===== src/rtl/act_loader.sv =====
// rtl/act_loader.sv - packs streamed activations into memory words and writes them to sequential addresses
module act_loader #(
   parameter int GROUP_SIZE       = 2,
   parameter int ACTIVATION_WIDTH = 8,
   parameter int LOG_MAX_ADDRESS  = 16,
   parameter int LOG_MAX_VALUES   = 20
) (
   input  logic                                 i_clk,
   input  logic                                 i_rst,
   input  logic                                 i_configure,
   input  logic [LOG_MAX_ADDRESS-1:0]           i_base_address,
   input  logic [LOG_MAX_VALUES-1:0]            i_num_values,
   input  logic                                 i_valid_in,
   input  logic [ACTIVATION_WIDTH-1:0]          i_data_in,
   output logic                                 o_avail_out,
   output logic [GROUP_SIZE*ACTIVATION_WIDTH-1:0] o_data_write,
   output logic [LOG_MAX_ADDRESS-1:0]           o_addr_write,
   output logic                                 o_write,
   output logic                                 o_busy,
   output logic                                 o_done
);

   localparam int LANE_W = (GROUP_SIZE > 1) ? $clog2(GROUP_SIZE) : 1;
   localparam int WORD_W = GROUP_SIZE * ACTIVATION_WIDTH;

   typedef enum logic [1:0] {
      S_IDLE = 2'd0,
      S_LOAD = 2'd1,
      S_DONE = 2'd2
   } state_t;

   state_t                     r_state;
   state_t                     w_state_next;
   logic [LOG_MAX_ADDRESS-1:0] r_addr_cnt;
   logic [LOG_MAX_VALUES-1:0]  r_remaining;
   logic [LANE_W-1:0]          r_lane;
   logic [WORD_W-1:0]          r_pack;
   logic [WORD_W-1:0]          r_data_write;
   logic [LOG_MAX_ADDRESS-1:0] r_addr_write;
   logic                       r_write;

   logic                       w_accept;
   logic                       w_last;
   logic                       w_group_full;
   logic                       w_flush;
   logic [WORD_W-1:0]          w_pack_next;

   // avail is decoded from state alone so the producer never sees a combinational path from valid
   assign o_avail_out  = (r_state == S_LOAD);
   assign o_busy       = (r_state != S_IDLE);
   assign o_done       = (r_state == S_DONE);
   assign o_data_write = r_data_write;
   assign o_addr_write = r_addr_write;
   assign o_write      = r_write;

   assign w_accept     = i_valid_in && o_avail_out;
   assign w_last       = w_accept && (r_remaining == LOG_MAX_VALUES'(1));
   assign w_group_full = w_accept && (r_lane == LANE_W'(GROUP_SIZE - 1));
   assign w_flush      = w_last || w_group_full;

   // Insert the incoming activation into its lane of the partially built word
   always_comb begin
      w_pack_next = r_pack;
      for (int i = 0; i < GROUP_SIZE; i++) begin
         if (r_lane == LANE_W'(i)) begin
            w_pack_next[i*ACTIVATION_WIDTH +: ACTIVATION_WIDTH] = i_data_in;
         end
      end
   end

   // State register
   always_ff @(posedge i_clk or posedge i_rst) begin
      if (i_rst) begin
         r_state <= S_IDLE;
      end else begin
         r_state <= w_state_next;
      end
   end

   // Next-state decode; configure only matters in IDLE, an empty load goes straight to DONE
   always_comb begin
      w_state_next = r_state;
      case (r_state)
         S_IDLE: begin
            if (i_configure) begin
               w_state_next = (i_num_values != '0) ? S_LOAD : S_DONE;
            end
         end
         S_LOAD: begin
            if (w_last) begin
               w_state_next = S_DONE;
            end
         end
         S_DONE: begin
            w_state_next = S_IDLE;
         end
         default: begin
            w_state_next = S_IDLE;
         end
      endcase
   end

   // Load counters and pack register; the pack register restarts empty for each group
   always_ff @(posedge i_clk or posedge i_rst) begin
      if (i_rst) begin
         r_addr_cnt  <= '0;
         r_remaining <= '0;
         r_lane      <= '0;
         r_pack      <= '0;
      end else begin
         if (r_state == S_IDLE && i_configure) begin
            r_addr_cnt  <= i_base_address;
            r_remaining <= i_num_values;
            r_lane      <= '0;
            r_pack      <= '0;
         end else if (w_accept) begin
            r_remaining <= r_remaining - LOG_MAX_VALUES'(1);
            if (w_flush) begin
               r_lane     <= '0;
               r_pack     <= '0;
               r_addr_cnt <= r_addr_cnt + LOG_MAX_ADDRESS'(1);
            end else begin
               r_lane <= r_lane + LANE_W'(1);
               r_pack <= w_pack_next;
            end
         end
      end
   end

   // Registered memory write port; data and address hold between strobes
   always_ff @(posedge i_clk or posedge i_rst) begin
      if (i_rst) begin
         r_write      <= 1'b0;
         r_data_write <= '0;
         r_addr_write <= '0;
      end else begin
         r_write <= w_flush;
         if (w_flush) begin
            r_data_write <= w_pack_next;
            r_addr_write <= r_addr_cnt;
         end
      end
   end

endmodule


===== config.mk =====
export PLATFORM = sky130hd
export DESIGN_NAME = act_loader
export DESIGN_NICKNAME = d
export VERILOG_FILES = /design/src/rtl/act_loader.sv
export SDC_FILE = /design/constraint.sdc
export NUM_CORES = 1
export LEC_CHECK = 0
export ABC_AREA = 1
export BUFFER_PORTS_ARGS = -buffer_cell sky130_fd_sc_hd__buf_2
export CAP_MARGIN = 10
export CORE_MARGIN = 2
export CORE_UTILIZATION = 55
export CTS_CLUSTER_DIAMETER = 150
export DETAILED_ROUTE_END_ITERATION = 6
export PLACE_DENSITY_LB_ADDON = 0.15
export SYNTH_ARGS = -nofsm -noshare
export SYNTH_HDL_FRONTEND = slang
export SYNTH_SLANG_ARGS = --single-unit

===== constraint.sdc =====
create_clock -name i_clk -period 4.1 [get_ports i_clk]
set_clock_uncertainty 0.15 [all_clocks]
set_input_delay 0.205 -clock i_clk [delete_from_list [all_inputs] [get_ports i_clk]]
set_output_delay 0.205 -clock i_clk [all_outputs]
set_load 0.1 [all_outputs]

# --- Word level (Yosys, flattened, before mapping) ---
# Index checks and enable logic that the tools add are counted.
op_classes:
  n_addsub: 3
  multipliers: 0
  n_div: 0
  magnitude_cmp: 0
  n_eq_ne: 5
  n_shift: 0
  n_mux: 17
  bitwise: 0
  reduce_logical: 12
ops:
  columns: ["op", "n"]
  rows:
  - ["$mux W16", 6]
  - ["$mux W20", 2]
  - ["$eq A20 B1 Y1 const B", 1]
  - ["$reduce_bool A20 Y1", 1]
  - ["$sub A20 B1 Y20 const B", 1]
  - ["$add A16 B1 Y16 const B", 1]
  - ["$mux W8", 2]
  - ["$mux W2", 3]
  - ["$reduce_bool A2 Y1", 3]
  - ["$logic_and A1 B1 Y1", 4]
  - ["$pmux W2 S2", 1]
  - ["$reduce_and A2 Y1", 2]
  - ["$mux W1", 3]
  - ["$eq A2 B1 Y1 const B", 1]
  - ["$eq A2 B2 Y1 const B", 1]
  - ["$logic_not A2 Y1", 1]
  - ["$ne A2 B1 Y1 const B", 1]
  - ["$ne A2 B2 Y1 const B", 1]
  - ["$add A1 B1 Y1 const B", 1]
  - ["$logic_or A1 B1 Y1", 1]
totals:
  regBits: 88
  latch_bits: 0
  ramBits: 0
  rom_bits: 0
  inputBits: 48
  output_inout_bits: 36
  elab_cells: 45
  memories: 0

# --- Longest topological paths before layout ---
logic_depth:
  depth_word: 7
  depth_mapped: 11
  ltp_nobuf: 11

# --- Least setup slack after synthesis ---
# OpenSTA, ideal clock, no wires.
synth_timing:
  path_kind: "reg-to-output"
  startpoint: "reg r_state[1]"
  endpoint: "out o_done"
  t_arrival_ps: 1688
  required_ps: 3745
  slack_ps: 2057
  stages_incl_launch_ff: 3
  path_buffers: 0
  cell_sequence: "dfrtp_1 inv_1 nor2_1"
synth_via:
  elab_chain_len: 1
synth_lines:
  columns: ["item", "line_no", "rtl"]
  rows:
  - ["start: declaration", "32", "state_t r_state;"]
  - ["start signal: assignment", "76", "r_state <= w_state_next;"]
  - ["$eq A2 B2 Y1", "51", "assign o_done = (r_state == S_DONE);"]
  - ["end: declaration", "20", "output logic o_done"]
# Every way passes these cells.

# --- Final worst setup path ---
layout_timing:
  startpoint: "reg r_lane"
  endpoint: "reg r_data_write[5], in the netlist o_data_write[5]"
layout_via:
  elab_chain_len: 2
  elab_cells_between_ends: 3
  cone_classes: "1 x mux; 2 x reduce/logical"
layout_lines:
  columns: ["item", "line_no", "rtl"]
  rows:
  - ["start: declaration", "36", "logic [LANE_W-1:0] r_lane;"]
  - ["start signal: assignment", "123", "r_lane <= r_lane + LANE_W'(1);"]
  - ["$logic_and A1 B1 Y1", "58", "assign w_group_full = w_accept && (r_lane == LANE_W'(GROUP_SIZE - 1));"]
  - ["$logic_or A1 B1 Y1", "59", "assign w_flush = w_last || w_group_full;"]
  - ["end signal: assignment", "139", "r_data_write <= w_pack_next;"]
  - ["end: declaration", "38", "logic [WORD_W-1:0] r_data_write;"]
# Parallel ways exist; a longest one is shown, timed or not.
# A chain may end at the register's enable or synchronous reset.

==> results by group <==
Job
  – Max-cap violations: 0

Place
  – Port Buffers: between 80 and 90
  – Area after DPL: ~5300 sq um
  – DP Cell Count: around 850
  – GPL Wtd Cong: just under 0.9
  – Detail Placement HPWL: 8.34 mm
  – Setup WS pre-CTS: 1320 ps

Yosys
  – Post-Synth XOR/XNOR Area: approximately 1.8%
  – Post-Syn Nets: about 740
  – Synth Area in Simple Gates: approximately 38%
  – Post-Synth Adder-Cell Area: 0.760%
  – Mapped Cells: between 600 and 700
  – Library cells used by synthesis: 37
  – Largest family of logic cells by synthesized area: simple AND/OR/NAND/NOR gates
  – Post-synth EDFFs: 0
  – Main area contributors after synthesis: dfrtp_1, nand2_1, nand3_1
  – Ys Warns: 0
  – Cell area after synthesis: about 4900 sq um
  – Synthesized flop and latch total: a little under 90
  – Most common cell in the netlist: nand2_1
  – Post-synthesis mux area share: 0%
  – Ys async rst share: 100%
  – Post-synth top flop: dfrtp_1
  – Commonest cells in the netlist: nand2_1, dfrtp_1, nand3_1, nor2_1, inv_1
  – Synth Area in Compound Gates: about 7.3%
  – Synthesized area per cell: 7.21 sq um
  – Yosys top cell by area: dfrtp_1
  – Sequential share of the synthesized area: 44.6%
  – Share of the synthesized area in the top cell type: between 40% and 50%

Global route
  – GRT overflow: 0
  – Largest net degree at the start of global routing: 53
  – Global Route Usage Sum: a little over a quarter
  – Initial antenna violation count: 0
  – Vias in the first global route: between 4,000 and 5,000
  – First-pass GRT wire length: around 21 mm

Floorplan
  – Die width: ~100 um
  – Starting Density: approximately 57%
  – # IOs: 84
  – Site Rows: 34
  – Die Height: between 90 and 100 um
  – Core box area: 8720 sq um
  – Die ar.: 9750 sq um

Detailed routing
  – Vias per Instance: 5.36
  – Via count: around 4,700
  – Wire per inst: ~14 um
  – Residual DRC: 0
  – DR iter-0 viols: 317
  – Drt pass-1 iters: 5
  – Post-route ant nets: 0
  – Final wirelength: roughly 12 mm

Setup path
  – Crit-path slowest cell: dfrtp_1
  – RR Endpoint: o_data_write[5]$_DFFE_PP0P_
  – Critical R2R Launch: r_lane$_DFFE_PP0P_
  – CP endpoint kind: flop
  – CP required: 4210 ps
  – Largest stage delay, worst path: roughly 800 ps
  – Cell count of the worst reg-to-reg path: 5
  – CP top delay family: simple AND/OR/NAND/NOR gates
  – Worst EP arrival: 2960 ps
  – Critical Path Fanout Max: 34
  – Buf+Inv Stages, Crit Path: 1
  – Worst-path cell chain: clkinv_1 > nand2_4 > nand2_4 > nand2_1 > nand2_1
  – Setup CP Type: reg2reg
  – Startpoint types: flop
  – Reg2reg setup slack: 1250 ps

Cells and area
  – Final #Nets: ~820
  – Area delta synth->final: 16.2%
  – Multi-input logic area: between 2000 and 2500 sq um
  – Register area: 2200 sq um
  – Final Non-Filler Cells: 885
  – # fillers: 773
  – Inserted Diodes: 0
  – Share of layout cells above drive strength 1: between 15 and 20%
  – Final instance area: 5740 sq um

Timing
  – Final setup fails: 0
  – RSZ-0062 raised after global routing: false
  – Final Cycle Share: between 60% and 70%
  – Least-Margin Pin Slew: 841 ps
  – Max Clk Rate: between 300 and 400 MHz
  – Setup TNS: 0 ps
  – Tmin final: 2850 ps
  – Final hold slack: 10.3 ps
  – Slew HR: between 40 and 50%
  – Final WS setup: ~1300 ps
  – Pins Over Slew Limit: 0
  – Fin. Hold Viols: 0

Clocking
  – CTS Buf Count: 9
  – CTS HTree Levels: 3
  – Latest clock arrival within the worst-skew pair: about 370 ps
  – CTS tree: yes
  – Num Clock Sinks: slightly below 90
  – Root buffer cell: clkbuf_8
  – Reg clk slew, reported paths: around 100 ps
  – Resized Gates After CTS: 0
  – Bufs on Longest Clock Path: 2

Power and ir drop
  – Pwr dens: 835 nW/um^2
  – Leak Pwr: 3.04 nW
  – VDD IR max: 0.000642 V

Hold path
  – Hold path endpoint: r_addr_cnt[13]$_DFFE_PP0P_
  – Hold Startpoint: i_base_address[13]
  – Cells on Worst Hold Path: 4
  – Hold Path Class: in2reg

Outcome
  – Status: finished, final reports clean
-- area by class of cell --
type                    count  share of cell area [%]
flip-flops and latches     88                    38.4
clock buffers               9                    2.16
clock inverters             7                    1.46
multi-input cells         511                    40.8
inverters                  56                    3.73
well taps                 108                    2.36
repair buffers            106                    11.1
-- logic make-up after synthesis --
logic type	Yosys count
compound gates	61
fa+ha+maj	3
flops	88
simple gates	437
buf+inv	86
xor+xnor	10
-- placed cells by master (no fill, tap or decap), types with 2 or more instances in the layout --
master         netlist  final
inv_6                0      3
buf_4                3      3
inv_1               51     50
o22ai_1              6      6
o21ai_1              2      2
inv_2                3      3
o21ai_0             33     33
dfrtp_1             88     88
nor2_1              56     56
nand4_1             14     14
dlygate4sd3_1        0     20
clkbuf_8             0      9
a21o_1               3      3
ha_1                 3      3
nand3_1             71     71
nor2_4               2      2
xnor2_1              2      2
xor2_1               8      8
a21oi_1              2      2
nor2_2               3      3
nor3_1               2      2
nand2_4              4      4
o221ai_1             2      2
o211ai_1             7      7
o21bai_1             2      2
buf_2               16     83
or2_2                4      4
nand3_2              2      2
nand2_1            277    277
-- worst max path at each step --
stage / start / to / slack, ps / cells after the start
2_1_floorplan: i_rst / o_addr_write[0]$_DFFE_PP0P_ / 1470 / 1
3_3_place_gp: r_lane$_DFFE_PP0P_ / o_addr_write[10]$_DFFE_PP0P_ / 1360 / 5
3_5_place_dp: r_lane$_DFFE_PP0P_ / o_addr_write[0]$_DFFE_PP0P_ / 1320 / 5
4_1_cts: r_lane$_DFFE_PP0P_ / o_addr_write[0]$_DFFE_PP0P_ / 1290 / 5
5_1_grt: r_lane$_DFFE_PP0P_ / o_data_write[7]$_DFFE_PP0P_ / 1050 / 5
6_report: r_lane$_DFFE_PP0P_ / o_data_write[5]$_DFFE_PP0P_ / 1250 / 5
-- what timing repair did --
| action | 4_1_cts | 5_1_grt |
|---|---|---|
| hold buffers | 20 | 0 |
| setup buffers | 0 | 0 |
| hold endpoints to repair | 60 | 0 |
-- layer usage --
metal / vias to the layer above / GRT usage [%] / share of wire (%)
li1: 2371 / - / -
met1: 2174 / 38.9 / 47
met2: 184 / 39.7 / 45
met3: 17 / 4.75 / 6.6
met4: 0 / 8.01 / 1.5
met5: - / 0 / 0
-- state kept, by name (all words and copies together) (netlist names) --
name and count:
r_state 2, o_addr_write 16, r_remaining 20, r_pack 16, r_addr_cnt 16, r_lane 1, o_data_write 16, o_write 1
-- report_power, final --
group | internal [mW] | switching, mW | total [mW]
Sequential | 1.22 | 0.334 | 1.55
Clock | 0.294 | 0.351 | 0.645
Combinational | 0.593 | 2.00 | 2.59
Total | 2.11 | 2.69 | 4.79
-- through the flow --
stage	utilization (%)	total power [mW]
2_1_floorplan	-	3.69
3_3_place_gp	61.1	4.08
3_5_place_dp	61.1	4.14
4_1_cts	65.8	4.80
5_1_grt	65.8	5.14
6_report	65.8	4.79
-- worst min-delay path, cell delays in order --
cell and delay [ps]:
buf_2 70, or2_2 90, nand3_1 70, nand2_1 60
Note: power is estimated with default switching activity, not from simulation.
